File: config.mk
export PLATFORM = sky130hd
export DESIGN_NAME = counter
export DESIGN_NICKNAME = d
export VERILOG_FILES = /design/src/rtl/counter.sv
export SDC_FILE = /design/constraint.sdc
export NUM_CORES = 1
export LEC_CHECK = 0
export ABC_AREA = 1
export CAP_MARGIN = 40
export CORE_AREA = 2 2 39 41
export CTS_CLUSTER_DIAMETER = 50
export CTS_CLUSTER_SIZE = 25
export DETAILED_ROUTE_END_ITERATION = 8
export DIE_AREA = 0 0 41 43
export GPL_TIMING_DRIVEN = 0
export SYNTH_ARGS = -nofsm -noshare
export SYNTH_HDL_FRONTEND = slang
export SYNTH_SLANG_ARGS = --single-unit
File: constraint.sdc
create_clock -name clk -period 1.2 [get_ports clk]
set_input_delay 0.24 -clock clk [delete_from_list [all_inputs] [get_ports clk]]
set_output_delay 0.24 -clock clk [all_outputs]
set_load 0.1 [all_outputs]
File: src/rtl/counter.sv
// Up-counter from 0 to MAX_VAL with a terminal-count flag. It wraps to 0 by default and saturates when COUNTER_SATURATE_EN is defined.
// Latency: an en sampled at edge N shows on count_out after edge N. tc is combinational from count_out.
// Backpressure: none. en=0, or an en that is not a clean 1, holds the count. Reset clears the count asynchronously.
module counter #(
    parameter int          WIDTH   = 4,
    parameter int unsigned MAX_VAL = (WIDTH >= 32) ? 32'hFFFF_FFFF
                                                   : 32'((64'd1 << WIDTH) - 64'd1)
) (
    input  logic             clk,
    input  logic             reset,
    input  logic             en,
    output logic [WIDTH-1:0] count_out,
    output logic             tc
);

    localparam longint unsigned FULL_SCALE = (64'd1 << WIDTH) - 64'd1;
    localparam logic [WIDTH-1:0] MAX_C     = MAX_VAL[WIDTH-1:0];

    if (WIDTH < 1 || WIDTH > 32) begin : g_bad_width
        $error("counter: WIDTH must be in 1..32");
    end
    if (MAX_VAL < 1 || 64'(MAX_VAL) > FULL_SCALE) begin : g_bad_max
        $error("counter: MAX_VAL must be in 1..2**WIDTH-1");
    end

    logic [WIDTH-1:0] count_q;
    logic [WIDTH-1:0] count_d;

    // The count never exceeds MAX_C, so the else branch covers only count_q == MAX_C.
    always_comb begin
        count_d = count_q;
        if (en) begin
            if (count_q < MAX_C) begin
                count_d = count_q + WIDTH'(1);
            end else begin
`ifdef COUNTER_SATURATE_EN
                count_d = MAX_C;
`else
                count_d = '0;
`endif
            end
        end
    end

    always_ff @(posedge clk or posedge reset) begin
        if (reset) begin
            count_q <= '0;
        end else begin
            count_q <= count_d;
        end
    end

    assign count_out = count_q;
    assign tc        = (count_q == MAX_C);

endmodule

==> impl_metrics.py <==
metrics = {
    "status": {
        "status": "finished, violations left",
        "failed_checks": "setup timing",
    },
    "drt": {
        "drt_first_pass_iters": 1,
        "drt-initial-drc-count": 0,
        "drtAntennaViolNets": 0,
        "wl_per_cell_um": 8.31,
        "drc": 0,
        "drt_wl_total_um": 482,
        "routed_via_density": 3.62,
        "num_vias": 210,
    },
    "timing": {
        "hold_viol": 0,
        "setup_viol": 5,
        "slew_viol_final": 0,
        "rsz0062_at_grt": "true",
        "tightest_slew_ps": 222,
        "final.setup_skew_ps": 0.822,
        "finalWorstSetupSlack_ps": -264,
        "post-route-min-period_ps": 1460,
        "relSlewSlack": 0.852,
        "period_share": 1.22,
        "clock.fmax_ghz": 0.683,
    },
    "global_routing": {
        "grt_pass1_wl_um": 814,
        "overflow": 0,
        "grt_pass1_vias": 227,
        "antenna_found_initial": 0,
        "grt_max_degree": 7,
        "grt_usage": 0.0737,
    },
    "yosys": {
        "ys_seq_area_frac": 0.485,
        "avgSynthCellArea_um2": 8.60,
        "yosys_register_bits": 4,
        "ys_types": 10,
        "syn-cell-area_um2": 206,
        "syn_inst": 24,
        "ys.warnings.count": 0,
        "synth_nets": 28,
    },
    "critical_path": {
        "worstSetupPathType": "reg2out",
        "cp_cell_sequence": "ha_4 -> nand3_4 -> clkinvlp_4 -> buf_12",
        "endpoint_kind": "output port",
        "cp_slowest_stage_delay_ps": 490,
        "worstPathBufferInverterCount": 2,
        "critPathArrivalTime_ps": 1220,
        "cp_max_fo": 2,
        "crit_family": "flip-flops",
        "crit_slowest_cell": "dfrtp_4",
        "start_kind": "flop",
        "crit_required_ps": 960,
    },
    "placement": {
        "gp_congestion": 0.661,
        "dpl_cell_area_um2": 410,
        "portBuffers": 7,
    },
    "cts": {
        "htree_levels": 1,
        "cts_tree": "built",
        "clockBufferDepth": 2,
        "cts_buffers": 3,
        "clock_latency_ps": 230,
        "cts_root_buffer": "clkbuf_4",
        "cts.sinks": 4,
        "cts_hold_buf": 0,
        "clkTransAtPathRegs_ps": 40,
    },
    "finish": {
        "n_antenna_cell": 0,
        "syn2layout_area_growth_pct": 136,
        "largest_reg_flops": 4,
        "nFillCells": 138,
        "finish.utilization": 0.352,
        "finalNetCount": 48,
        "drive_gt1_frac": 0.595,
        "stdcell_area_um2": 487,
    },
    "worst_hold_path": {
        "hp-class": "in2async",
    },
    "run": {
        "max_cap_viol_count": 0,
    },
    "floorplanning": {
        "start_util": 0.149,
        "dieWidth_um": 41,
        "rows": 14,
        "core_mm2": 0.00138,
        "fp.dieH_um": 43,
        "fp.dieArea_mm2": 0.00176,
        "boundaryPins": 8,
    },
}
==> metrics by stage <==
stage | setup WS, ps | hold slack, ps | instances | setup TNS [ps]
after detailed placement | -489 | 433 | 52 | -1340
after global routing | -311 | 214 | 58 | -784
final | -264 | 184 | 58 | -552
after floorplan | -382 | 6.01 | 24 | -449
after global placement | -884 | 432 | 47 | -3350
after CTS | -279 | 182 | 57 | -621
==> cells by family after synthesis <==
group                    synth area share
XOR/XNOR                           0.0424
AO/OA/AOI/OAI                      0.0242
multiplexers                       0.0545
AND/OR/NAND/NOR                     0.224
adder cells (fa/ha/maj)            0.0606
buffers and inverters               0.109
flip-flops                          0.485
==> layer usage <==
layer  global-route usage  routed length (um)  share of wire  vias to the layer above
li1                     -                   -              -                      110
met3               0.0209                  26          0.054                        0
met4               0.0800                   0              0                        0
met1               0.0719                 166           0.34                       96
met2                0.109                 289           0.60                        4
met5                    0                   0              0                        -
==> cells in the final DEF (no fill, tap or decap), types with 2 or more instances in the layout <==
master	n
buf_12	5
inv_1	4
buf_4	2
dfrtp_2	2
clkbuf_4	3
nand3_1	3
dfrtp_4	2
buf_6	5
clkdlybuf4s50_1	2
nand2_1	4
==> cell usage after synthesis, drive strengths merged <==
cell type	n	share of area
o21ai	1	0.024
nand3	4	0.097
nand3b	1	0.036
clkinv	1	0.018
dfrtp	4	0.48
ha	1	0.061
xor2	1	0.042
inv	5	0.091
nand2	5	0.091
mux2	1	0.055
==> area by class of cell <==
class | count | area, um^2 | area share
Sequential cell | 4 | 110 | 0.226
Timing Repair Buffer | 15 | 196 | 0.404
Clock buffer | 3 | 22.5 | 0.0463
Inverter | 6 | 26.3 | 0.0540
Tap cell | 16 | 20.0 | 0.0411
Multi-Input combinational cell | 14 | 111 | 0.229
==> path summary, 6_finish.rpt <==
path | slack [ps] | cells after the start | endpoint | startpoint
hold reg to reg | 580 | 2 | count_out[3] | count_out[3]
setup reg to reg | -90 | 6 | count_out[2] | count_out[1]
max in group asynchronous | 850 | 2 | count_out[1] | reset
setup / recovery | -260 | 4 | tc | count_out[1]
min in group clk | 580 | 2 | count_out[3] | count_out[3]
hold / removal | 180 | 2 | count_out[0] | reset
==> repair_timing <==
item / in CTS / in global routing
hold endpoints to repair: 0 / 0
pin swaps: 2 / 0
endpoints found under the setup margin: 5 / 6
buffers inserted: 3 / 2
gates resized for setup: 27 / 1
Power is left out: the tool's default activity adds up to more than one toggle a clock period on the data nets, which glitch-free logic cannot reach.
